**src/rtl/frame_sequencer.sv**
```systemverilog
// -----------------------------------------------------------------------------
// frame_sequencer
//
// Front-end controller for the MP3 decode path. Hunts for MPEG-1 Layer III
// frame sync in the incoming byte stream, decodes the 4-byte header, drops the
// optional CRC, forwards the side-info bytes to the side-info parser and the
// remaining main-data bytes to the reservoir, then expects the next frame
// header at the computed frame boundary.
//
// Ports:
//   clk          in   single clock
//   rst_n        in   asynchronous reset, active low
//   axiid[7:0]   in   input byte
//   axiiv        in   input byte valid (no backpressure)
//   side_axiod   out  side-info byte (registered, 1 cycle after input)
//   side_axiov   out  side-info byte valid
//   main_axiod   out  main-data byte (registered, 1 cycle after input)
//   main_axiov   out  main-data byte valid
//   frame_start  out  one-cycle pulse when a header is accepted
//   mono         out  channel mode == 2'b11 for the current frame
//   mode         out  header mode bits
//   sr_idx       out  header sampling-rate index
//   frame_len    out  total frame bytes, header included
//   sync_err     out  one-cycle pulse on header reject / resync failure
//   frame_count  out  accepted frames, wraps modulo 2^FRAME_CNT_W
// -----------------------------------------------------------------------------
module frame_sequencer #(
    parameter int STRICT_RESYNC = 1,
    parameter int FRAME_CNT_W   = 16
) (
    input  logic                   clk,
    input  logic                   rst_n,
    input  logic [7:0]             axiid,
    input  logic                   axiiv,
    output logic [7:0]             side_axiod,
    output logic                   side_axiov,
    output logic [7:0]             main_axiod,
    output logic                   main_axiov,
    output logic                   frame_start,
    output logic                   mono,
    output logic [1:0]             mode,
    output logic [1:0]             sr_idx,
    output logic [10:0]            frame_len,
    output logic                   sync_err,
    output logic [FRAME_CNT_W-1:0] frame_count
);

    typedef enum logic [2:0] {
        S_HUNT,
        S_SYNC2,
        S_HDR2,
        S_HDR3,
        S_CRC,
        S_SIDE,
        S_MAIN,
        S_EXPECT
    } state_t;

    state_t      r_state;
    state_t      w_state_nxt;

    logic        r_prot;
    logic [3:0]  r_br_idx;
    logic [1:0]  r_sr_pend;
    logic        r_pad;
    logic [10:0] r_cnt;
    logic [10:0] r_main_len;

    logic        w_is_ff;
    logic        w_hdr2_bad;
    logic        w_err;
    logic        w_accept;
    logic        w_side_fwd;
    logic        w_main_fwd;
    logic        w_cnt_clr;
    logic        w_cnt_inc;
    logic        w_latch_prot;
    logic        w_latch_hdr2;
    logic        w_hdr_mono;
    logic [10:0] w_frame_len;
    logic [10:0] w_main_len;
    logic [10:0] w_side_last;

    // floor(144 * bitrate / samplerate) for each valid bitrate index and
    // sample-rate index (0: 44.1 kHz, 1: 48 kHz, 2: 32 kHz).
    function automatic logic [10:0] f_base_len(input logic [3:0] br, input logic [1:0] sr);
        logic [10:0] l44;
        logic [10:0] l48;
        logic [10:0] l32;
        case (br)
            4'd1:    begin l44 = 11'd104;  l48 = 11'd96;  l32 = 11'd144;  end
            4'd2:    begin l44 = 11'd130;  l48 = 11'd120; l32 = 11'd180;  end
            4'd3:    begin l44 = 11'd156;  l48 = 11'd144; l32 = 11'd216;  end
            4'd4:    begin l44 = 11'd182;  l48 = 11'd168; l32 = 11'd252;  end
            4'd5:    begin l44 = 11'd208;  l48 = 11'd192; l32 = 11'd288;  end
            4'd6:    begin l44 = 11'd261;  l48 = 11'd240; l32 = 11'd360;  end
            4'd7:    begin l44 = 11'd313;  l48 = 11'd288; l32 = 11'd432;  end
            4'd8:    begin l44 = 11'd365;  l48 = 11'd336; l32 = 11'd504;  end
            4'd9:    begin l44 = 11'd417;  l48 = 11'd384; l32 = 11'd576;  end
            4'd10:   begin l44 = 11'd522;  l48 = 11'd480; l32 = 11'd720;  end
            4'd11:   begin l44 = 11'd626;  l48 = 11'd576; l32 = 11'd864;  end
            4'd12:   begin l44 = 11'd731;  l48 = 11'd672; l32 = 11'd1008; end
            4'd13:   begin l44 = 11'd835;  l48 = 11'd768; l32 = 11'd1152; end
            4'd14:   begin l44 = 11'd1044; l48 = 11'd960; l32 = 11'd1440; end
            default: begin l44 = 11'd0;    l48 = 11'd0;   l32 = 11'd0;    end
        endcase
        case (sr)
            2'd0:    f_base_len = l44;
            2'd1:    f_base_len = l48;
            default: f_base_len = l32;
        endcase
    endfunction

    assign w_is_ff     = (axiid == 8'hFF);
    assign w_hdr2_bad  = (axiid[7:4] == 4'd0) || (axiid[7:4] == 4'd15) || (axiid[3:2] == 2'd3);
    assign w_hdr_mono  = (axiid[7:6] == 2'b11);
    assign w_frame_len = f_base_len(r_br_idx, r_sr_pend) + {10'd0, r_pad};
    // Bytes left after header, optional CRC and side info.
    assign w_main_len  = w_frame_len - 11'd4 - (r_prot ? 11'd0 : 11'd2)
                         - (w_hdr_mono ? 11'd17 : 11'd32);
    assign w_side_last = mono ? 11'd16 : 11'd31;

    always_ff @(posedge clk or negedge rst_n) begin
        if (!rst_n) begin
            r_state <= S_HUNT;
        end else begin
            r_state <= w_state_nxt;
        end
    end

    always_comb begin
        w_state_nxt  = r_state;
        w_err        = 1'b0;
        w_accept     = 1'b0;
        w_side_fwd   = 1'b0;
        w_main_fwd   = 1'b0;
        w_cnt_clr    = 1'b0;
        w_cnt_inc    = 1'b0;
        w_latch_prot = 1'b0;
        w_latch_hdr2 = 1'b0;
        if (axiiv) begin
            case (r_state)
                S_HUNT: begin
                    if (w_is_ff) w_state_nxt = S_SYNC2;
                end
                S_SYNC2: begin
                    if (axiid[7:1] == 7'b1111101) begin
                        w_latch_prot = 1'b1;
                        w_state_nxt  = S_HDR2;
                    end else if (!w_is_ff) begin
                        w_state_nxt = S_HUNT;
                    end
                end
                S_HDR2: begin
                    if (w_hdr2_bad) begin
                        w_err       = 1'b1;
                        // A rejected 0xFF may itself be the start of a real sync.
                        w_state_nxt = w_is_ff ? S_SYNC2 : S_HUNT;
                    end else begin
                        w_latch_hdr2 = 1'b1;
                        w_state_nxt  = S_HDR3;
                    end
                end
                S_HDR3: begin
                    w_accept    = 1'b1;
                    w_cnt_clr   = 1'b1;
                    w_state_nxt = r_prot ? S_SIDE : S_CRC;
                end
                S_CRC: begin
                    if (r_cnt == 11'd1) begin
                        w_cnt_clr   = 1'b1;
                        w_state_nxt = S_SIDE;
                    end else begin
                        w_cnt_inc = 1'b1;
                    end
                end
                S_SIDE: begin
                    w_side_fwd = 1'b1;
                    if (r_cnt == w_side_last) begin
                        w_cnt_clr   = 1'b1;
                        w_state_nxt = S_MAIN;
                    end else begin
                        w_cnt_inc = 1'b1;
                    end
                end
                S_MAIN: begin
                    w_main_fwd = 1'b1;
                    if (r_cnt == r_main_len - 11'd1) begin
                        w_cnt_clr   = 1'b1;
                        w_state_nxt = S_EXPECT;
                    end else begin
                        w_cnt_inc = 1'b1;
                    end
                end
                S_EXPECT: begin
                    if (w_is_ff) begin
                        w_state_nxt = S_SYNC2;
                    end else begin
                        w_state_nxt = S_HUNT;
                        w_err       = (STRICT_RESYNC != 0);
                    end
                end
                default: w_state_nxt = S_HUNT;
            endcase
        end
    end

    always_ff @(posedge clk or negedge rst_n) begin
        if (!rst_n) begin
            r_prot      <= 1'b0;
            r_br_idx    <= 4'd0;
            r_sr_pend   <= 2'd0;
            r_pad       <= 1'b0;
            r_cnt       <= 11'd0;
            r_main_len  <= 11'd0;
            side_axiod  <= 8'd0;
            side_axiov  <= 1'b0;
            main_axiod  <= 8'd0;
            main_axiov  <= 1'b0;
            frame_start <= 1'b0;
            sync_err    <= 1'b0;
            mono        <= 1'b0;
            mode        <= 2'd0;
            sr_idx      <= 2'd0;
            frame_len   <= 11'd0;
            frame_count <= '0;
        end else begin
            side_axiov  <= w_side_fwd;
            main_axiov  <= w_main_fwd;
            frame_start <= w_accept;
            sync_err    <= w_err;
            if (w_side_fwd) side_axiod <= axiid;
            if (w_main_fwd) main_axiod <= axiid;

            if (w_cnt_clr) begin
                r_cnt <= 11'd0;
            end else if (w_cnt_inc) begin
                r_cnt <= r_cnt + 11'd1;
            end

            if (w_latch_prot) r_prot <= axiid[0];
            if (w_latch_hdr2) begin
                r_br_idx  <= axiid[7:4];
                r_sr_pend <= axiid[3:2];
                r_pad     <= axiid[1];
            end

            // Visible header fields only change when a whole header is accepted.
            if (w_accept) begin
                mode        <= axiid[7:6];
                mono        <= w_hdr_mono;
                sr_idx      <= r_sr_pend;
                frame_len   <= w_frame_len;
                r_main_len  <= w_main_len;
                frame_count <= frame_count + FRAME_CNT_W'(1);
            end
        end
    end

endmodule
```
**config.mk**
```make
export PLATFORM = sky130hd
export DESIGN_NAME = frame_sequencer
export DESIGN_NICKNAME = d
export VERILOG_FILES = /design/src/rtl/frame_sequencer.sv
export SDC_FILE = /design/constraint.sdc
export NUM_CORES = 1
export LEC_CHECK = 0
export ABC_AREA = 1
export ABC_CLOCK_PERIOD_IN_PS = 5400
export BUFFER_PORTS_ARGS = -buffer_cell sky130_fd_sc_hd__buf_2
export CORE_MARGIN = 1.5
export CORE_UTILIZATION = 30
export CTS_BUF_LIST = sky130_fd_sc_hd__clkbuf_4 sky130_fd_sc_hd__clkbuf_8 sky130_fd_sc_hd__clkbuf_16
export CTS_CLUSTER_DIAMETER = 120
export CTS_CLUSTER_SIZE = 14
export DETAILED_ROUTE_END_ITERATION = 6
export PLACE_DENSITY = 0.54
export SLEW_MARGIN = 20
export SYNTH_ARGS = -nofsm -noshare
export SYNTH_HDL_FRONTEND = slang
export SYNTH_SLANG_ARGS = --single-unit
export TNS_END_PERCENT = 5
```
**constraint.sdc**
```tcl
create_clock -name clk -period 5.4 [get_ports clk]
set_input_delay 0.27 -clock clk [delete_from_list [all_inputs] [get_ports clk]]
set_output_delay 0.27 -clock clk [all_outputs]
set_load 0.02 [all_outputs]
```
==> results of run 1 <==
## final timing paths
check | startpoint | end | cells past startpoint
hold reg to reg | frame_count[15]$_DFFE_PN0P_ | frame_count[15]$_DFFE_PN0P_ | 1
max in group asynchronous | rst_n | frame_len[5]$_DFFE_PN0P_ | 3
hold / removal | axiid[5] | r_br_idx[1]$_DFFE_PN0P_ | 3
min in group asynchronous | rst_n | frame_count[11]$_DFFE_PN0P_ | 2
setup / recovery | r_br_idx[2]$_DFFE_PN0P_ | r_main_len[10]$_DFFE_PN0P_ | 19
setup reg to reg | r_br_idx[2]$_DFFE_PN0P_ | r_main_len[10]$_DFFE_PN0P_ | 19
## state kept, by name, summed over array words and instances (netlist names), 2 cells and up
signal       flops
frame_count     16
frame_len       11
main_axiod       8
mode             2
r_br_idx         4
r_cnt           11
r_main_len      11
r_sr_pend        2
r_state          3
side_axiod       8
sr_idx           2
## power groups by stage
| stage | Combinational [uW] | Sequential [uW] | Clock [uW] |
|---|---|---|---|
| global route | 1680 | 904 | 660 |
| detailed placement | 1440 | 894 | 0 |
| global placement | 1450 | 894 | 0 |
| finish | 1440 | 883 | 614 |
| CTS | 1440 | 883 | 638 |
| floorplan | 1170 | 857 | 0 |
## layer usage
| metal | track usage, % | routed length (um) | part of all wire, % |
|---|---|---|---|
| met1 | 22.4 | 6690 | 52 |
| met2 | 21.6 | 5290 | 41 |
| met3 | 3.09 | 685 | 5.3 |
| met4 | 5.38 | 206 | 1.6 |
| met5 | 0 | 0 | 0 |
## per-stage QoR
step                std cells  power, uW  utilization, %  hold slack (ns)  area [um2]
floorplan                 699       2020               -          -0.0256        5330
global placement          971       2340            33.8            0.204        5840
detailed placement        971       2330            33.8            0.201        5840
CTS                       988       2960            35.5            0.160        6140
global route              988       3250            35.5            0.181        6140
finish                    988       2940            35.5            0.174        6140
## logic make-up after synthesis
logic type      share of synthesized area (%)
compound gates                           7.35
fa+ha+maj                                6.02
flops                                    39.9
buf+inv                                  8.01
simple gates                             31.4
xor+xnor                                 7.24
## worst register-to-register path, cell delays in order, from the launching register on
cell and delay (ns):
dfrtp_1 0.75, inv_4 0.17, ha_1 0.23, nor3_1 0.18, nor3_1 0.07, ha_1 0.20
ha_1 0.31, fa_1 0.41, ha_1 0.20, inv_1 0.05, ha_1 0.15, nand2_1 0.07
a21oi_1 0.18, nor2_1 0.08, nor2_1 0.13, nand3_1 0.11, nor2_1 0.13, nand3_1 0.08
nand3_1 0.09, nand2_1 0.05
## final cells by class
| type | instances | area share, % |
|---|---|---|
| sequential | 85 | 34.6 |
| clock inverter | 6 | 0.876 |
| clock buffer | 10 | 3.79 |
| inverter | 89 | 5.48 |
| tap | 225 | 4.58 |
| multi-input combinational | 508 | 45.1 |
| timing repair buffer | 65 | 5.50 |
## synthesized netlist by cell type
cell         n
or2_1        1
nor4_2       1
fa_1         1
nand4_1     26
a21oi_1      8
o21ai_0     52
or2_2        1
xnor2_1     13
nand2_2      7
o21a_1       1
a22oi_1      1
a31oi_1      1
clkbuf_1     8
a21o_1       1
buf_2        6
ha_1        24
o211ai_1     1
inv_4        1
and2_1       1
nor2_1      45
buf_4        1
o21bai_1     1
inv_1       84
nand3_2      3
nand3b_1     3
nor4_1       4
buf_6        2
o31ai_1      1
nor2_4       3
a2bb2oi_1    1
nor3_4       1
nor3_2       1
a211oi_1     1
inv_2        4
nor2_2       8
nand3_1     58
o21ai_1      3
nor3_1      16
nand2_4      1
xor2_1      31
nand2_1    186
dfrtp_1     85
o41ai_1      1
## placed cells by master (no fill, tap or decap), types with 4 or more instances in the layout
| cell | count |
|---|---|
| nand2_1 | 186 |
| nor2_2 | 8 |
| nand4_1 | 26 |
| xnor2_1 | 13 |
| a21oi_1 | 8 |
| nor3_1 | 16 |
| xor2_1 | 31 |
| clkbuf_16 | 9 |
| ha_1 | 24 |
| o21ai_0 | 52 |
| buf_2 | 61 |
| inv_2 | 4 |
| nand3_1 | 58 |
| nand2_2 | 7 |
| nor2_1 | 45 |
| inv_1 | 84 |
| nor4_1 | 4 |
| dfrtp_1 | 85 |
==> impl_metrics.env, run 1 <==
export IMPL_status="finished clean"
export IMPL_p_switching_uw=1370
export IMPL_grt_usage_pct=15.1
export IMPL_crit_family="adder cells"
export IMPL_htree_levels=3
export IMPL_ys_types=43
export IMPL_syn_num_nets=735
export IMPL_die_area_um2=18600
export IMPL_fillers=1874
export IMPL_max_cap_viol_count=0
export IMPL_fin_crit_sh_pct=69.9
export IMPL_critPathBufInv=2
export IMPL_start_util_pct=30.8
export IMPL_setup_tns_ns=0
export IMPL_clock_power_share_pct=20.9
export IMPL_cts_setup_buffers=0
export IMPL_hold_path_class="in -> reg"
export IMPL_grt_max_degree=62
export IMPL_netlist_top_cells_area="dfrtp_1 40%, nand2_1 13%, inv_1 5.9%"
export IMPL_timing_final_crit_period_ns=3.78
export IMPL_tightest_slew_ns=0.787
export IMPL_worstSkewPairLatency_ns=0.35
export IMPL_synth_top_area_share_pct=39.9
export IMPL_clockRootBuffer="clkbuf_16"
export IMPL_place_ws_ns=1.64
export IMPL_syn_cell_area_um2=5330
export IMPL_register_area_um2=2130
export IMPL_io_buffers=62
export IMPL_yosysSeqAreaShare_pct=39.9
export IMPL_fmax_mhz=265
export IMPL_power_density_nw_per_um2=478
export IMPL_yosys_area_top_type="dfrtp_1"
export IMPL_yosys_warnings=0
export IMPL_power_frac_comb_pct=49.0
export IMPL_wl_per_cell_um=13.0
export IMPL_first_iter_violations=285
export IMPL_critPathKind="reg -> reg"
export IMPL_post_synth_inst_count=699
export IMPL_post_route_drc_count=0
export IMPL_p_seq_share_pct=30.1
export IMPL_slowest_delay_ns=0.75
export IMPL_drt_first_pass_iters=5
export IMPL_routed_wirelength_um=12900
export IMPL_cts_tree="done"
export IMPL_p_int_uw=1570
export IMPL_reg2reg_slack_ns=1.62
export IMPL_overflow=0
export IMPL_dp_hpwl_um=9570
export IMPL_vdd_drop_max_uv=202
export IMPL_clk_pin_slew_ns=0.07
export IMPL_cts_hold_buf=1
export IMPL_required_ns=5.64
export IMPL_end_kind="flop"
export IMPL_syn_to_final_growth_pct=15.3
export IMPL_crit_fanout=20
export IMPL_ios=63
export IMPL_antenna_found_initial=0
export IMPL_ys_ff_latch=85
export IMPL_syn_area_per_cell_um2=7.62
export IMPL_diodes=0
export IMPL_arrival_ns=4.02
export IMPL_grt_pass1_vias=4357
export IMPL_vias=4577
export IMPL_cts_resized_gates=0
export IMPL_max_slew_margin_pct=47.5
export IMPL_p_sw_share_pct=46.5
export IMPL_startpoint_type="flop"
export IMPL_core_rowCount=48
export IMPL_viasPerCell=4.63
export IMPL_rsz0062_at_grt="false"
export IMPL_fp_dieH_um=136
export IMPL_finish_net_count=794
export IMPL_drive_above_1_share_pct=14.5
export IMPL_finalHoldViolations=0
export IMPL_core_area_um2=17300
export IMPL_clock_path_buffers=2
export IMPL_multi_input_area_um2=2770
export IMPL_p_leak_uw=0.00316
export IMPL_final_antenna_net_count=0
export IMPL_crit_top_cell="ha_1"
export IMPL_gp_congestion=0.887
export IMPL_report_final_setup_viol=0
export IMPL_clock_sinks=85
export IMPL_finClkSkew_ns=0.0109
export IMPL_numCtsBuffers=9
export IMPL_die_x_um=136
export IMPL_slowest_stage="dfrtp_1"
export IMPL_drv_slew=0
export IMPL_path_cells="inv_4 > ha_1 > nor3_1 > nor3_1 > ha_1 > ha_1 > fa_1 > ha_1 > inv_1 > ha_1 > nand2_1 > a21oi_1 > nor2_1 > nor2_1 > nand3_1 > nor2_1 > nand3_1 > nand3_1 > nand2_1"
export IMPL_postLayoutSetupSlackWorst_ns=1.62
export IMPL_grt_pass1_wl_um=22000
Power figures use the tool's default switching activity.
==> inputs of run 2 (changes only) <==
--- a/config.mk
+++ b/config.mk
@@ -6,7 +6,7 @@
 export NUM_CORES = 1
 export LEC_CHECK = 0
 export ABC_AREA = 1
-export ABC_CLOCK_PERIOD_IN_PS = 5400
+export ABC_CLOCK_PERIOD_IN_PS = 3030
 export BUFFER_PORTS_ARGS = -buffer_cell sky130_fd_sc_hd__buf_2
 export CORE_MARGIN = 1.5
 export CORE_UTILIZATION = 30
@@ -14,7 +14,7 @@
 export CTS_CLUSTER_DIAMETER = 120
 export CTS_CLUSTER_SIZE = 14
 export DETAILED_ROUTE_END_ITERATION = 6
-export PLACE_DENSITY = 0.54
+export PLACE_DENSITY = 0.55
 export SLEW_MARGIN = 20
 export SYNTH_ARGS = -nofsm -noshare
 export SYNTH_HDL_FRONTEND = slang
==> constraint.sdc (replaced) <==
create_clock -name clk -period 3.03 [get_ports clk]
set_input_delay 0.1515 -clock clk [delete_from_list [all_inputs] [get_ports clk]]
set_output_delay 0.1515 -clock clk [all_outputs]
set_load 0.02 [all_outputs]
==> impl_metrics.env, run 2 (same netlist as run 1, synthesis figures left out) <==
export IMPL_max_slew_margin_pct=48.5
export IMPL_drt_first_pass_iters=5
export IMPL_overflow=0
export IMPL_rsz0062_at_grt="true"
export IMPL_p_leak_uw=0.00352
export IMPL_wl_per_cell_um=12.8
export IMPL_end_kind="flop"
export IMPL_hold_path_class="in -> reg"
export IMPL_routed_wirelength_um=13500
export IMPL_slowest_delay_ns=0.40
export IMPL_crit_family="adder cells"
export IMPL_ios=63
export IMPL_drive_above_1_share_pct=27.3
export IMPL_finalHoldViolations=0
export IMPL_slowest_stage="dfrtp_1"
export IMPL_path_cells="buf_6 > ha_4 > nor2_2 > nor3_2 > ha_2 > inv_2 > ha_4 > inv_2 > fa_2 > ha_4 > inv_2 > ha_4 > nand2_4 > a21oi_4 > nor2_2 > nor2_2 > buf_4 > inv_1 > nor2_1 > nand3_1 > nand2_1 > nand3_1 > nand2_1"
export IMPL_violations="setup timing"
export IMPL_core_rowCount=48
export IMPL_layout_common_cells="177 x nand2_1, 84 x dfrtp_1, 74 x inv_1"
export IMPL_worstSkewPairLatency_ns=0.35
export IMPL_antenna_found_initial=0
export IMPL_gp_congestion=0.888
export IMPL_final_antenna_net_count=0
export IMPL_finish_net_count=865
export IMPL_setup_tns_ns=-0.328
export IMPL_place_ws_ns=-0.240
export IMPL_clockRootBuffer="clkbuf_16"
export IMPL_status="complete, but fails checks"
export IMPL_htree_levels=3
export IMPL_postLayoutSetupSlackWorst_ns=-0.128
export IMPL_design_area_um2=6960
export IMPL_start_util_pct=30.8
export IMPL_fillers=1833
export IMPL_vias=4871
export IMPL_fmax_mhz=317
export IMPL_crit_top_cell="ha_4"
export IMPL_viasPerCell=4.60
export IMPL_post_dp_cell_area_um2=6350
export IMPL_drv_slew=0
export IMPL_die_x_um=136
export IMPL_post_route_drc_count=0
export IMPL_clock_path_buffers=2
export IMPL_dp_hpwl_um=9860
export IMPL_arrival_ns=3.45
export IMPL_report_final_setup_viol=3
export IMPL_core_area_um2=17300
export IMPL_critPathKind="reg -> reg"
export IMPL_grt_max_degree=86
export IMPL_largest_register_ffs=16
export IMPL_io_buffers=62
export IMPL_final_common_cell="nand2_1"
export IMPL_timing_final_crit_period_ns=3.16
export IMPL_numCtsBuffers=9
export IMPL_max_cap_viol_count=0
export IMPL_diodes=0
export IMPL_syn_to_final_growth_pct=30.7
export IMPL_critPathBufInv=6
export IMPL_finClkSkew_ns=0.0103
export IMPL_grt_pass1_vias=4644
export IMPL_cts_tree="done"
export IMPL_grt_pass1_wl_um=22700
export IMPL_clk_pin_slew_ns=0.07
export IMPL_power_density_nw_per_um2=961
export IMPL_die_area_um2=18600
export IMPL_fin_crit_sh_pct=104
export IMPL_fp_dieH_um=136
export IMPL_first_iter_violations=377
export IMPL_clock_sinks=85
export IMPL_grt_usage_pct=15.6
export IMPL_vdd_drop_max_uv=367
export IMPL_tightest_slew_ns=0.770
export IMPL_power_uw=6690
export IMPL_startpoint_type="flop"
export IMPL_largest_register="frame_count"
export IMPL_crit_fanout=6
export IMPL_required_ns=3.32
==> run 2: repair_timing <==
action | 4_1_cts | 5_1_grt
endpoints found under the setup margin | 4 | 5
endpoints found under the hold margin | 85 | 0
hold buffers | 1 | 0
setup buffers | 17 | 4
pin swaps | 22 | 13
gates resized for setup | 32 | 10
==> run 2: final timing paths <==
check / cells after the start / from / slack [ns] / to
hold / removal: 3 / axiid[5] / 0.04 / r_br_idx[1]$_DFFE_PN0P_
min in group asynchronous: 3 / rst_n / 0.37 / frame_count[11]$_DFFE_PN0P_
max in group asynchronous: 3 / rst_n / 2.29 / frame_len[3]$_DFFE_PN0P_
hold reg to reg: 1 / frame_count[15]$_DFFE_PN0P_ / 0.47 / frame_count[15]$_DFFE_PN0P_
setup reg to reg: 23 / r_br_idx[1]$_DFFE_PN0P_ / -0.13 / r_main_len[10]$_DFFE_PN0P_
setup / recovery: 23 / r_br_idx[1]$_DFFE_PN0P_ / -0.13 / r_main_len[10]$_DFFE_PN0P_
==> run 2: through the flow <==
| step | instances | util [%] | hold WS (ns) |
|---|---|---|---|
| after global routing | 1059 | 40.2 | 0.0526 |
| after floorplan | 699 | - | -0.144 |
| after CTS | 1055 | 39.8 | 0.0339 |
| after detailed placement | 1021 | 36.7 | 0.230 |
| final | 1059 | 40.2 | 0.0406 |
| after global placement | 1021 | 36.7 | 0.231 |
==> run 2: power by group <==
group	internal, uW	switching, uW
registers	1310	191
clock network	581	502
logic	1950	2150
total	3840	2840
==> run 2: worst register-to-register path, cell delays in order, from the launching register on <==
cell     delay, ns
dfrtp_1       0.40
buf_6         0.17
ha_4          0.13
nor2_2        0.04
nor3_2        0.19
ha_2          0.29
inv_2         0.08
ha_4          0.13
inv_2         0.03
fa_2          0.37
ha_4          0.17
inv_2         0.05
ha_4          0.14
nand2_4       0.05
a21oi_4       0.16
nor2_2        0.06
nor2_2        0.14
buf_4         0.13
inv_1         0.03
nor2_1        0.09
nand3_1       0.07
nand2_1       0.06
nand3_1       0.07
nand2_1       0.06
==> run 2: final cells by class <==
| cell class | instances | area [um2] | share of cell area (%) |
|---|---|---|---|
| clock inverters | 6 | 55.1 | 0.791 |
| well taps | 225 | 282 | 4.04 |
| inverters | 89 | 344 | 4.94 |
| repair buffers | 136 | 907 | 13.0 |
| flip-flops and latches | 85 | 2130 | 30.6 |
| clock buffers | 10 | 233 | 3.34 |
| multi-input cells | 508 | 3010 | 43.3 |
==> run 2: layer usage <==
metal	vias to the layer above	track usage, %	routed length (um)
li1	2526	-	-
met1	2236	21.4	6660
met2	92	24.0	6010
met3	17	2.98	583
met4	0	6.32	272
met5	-	0	0
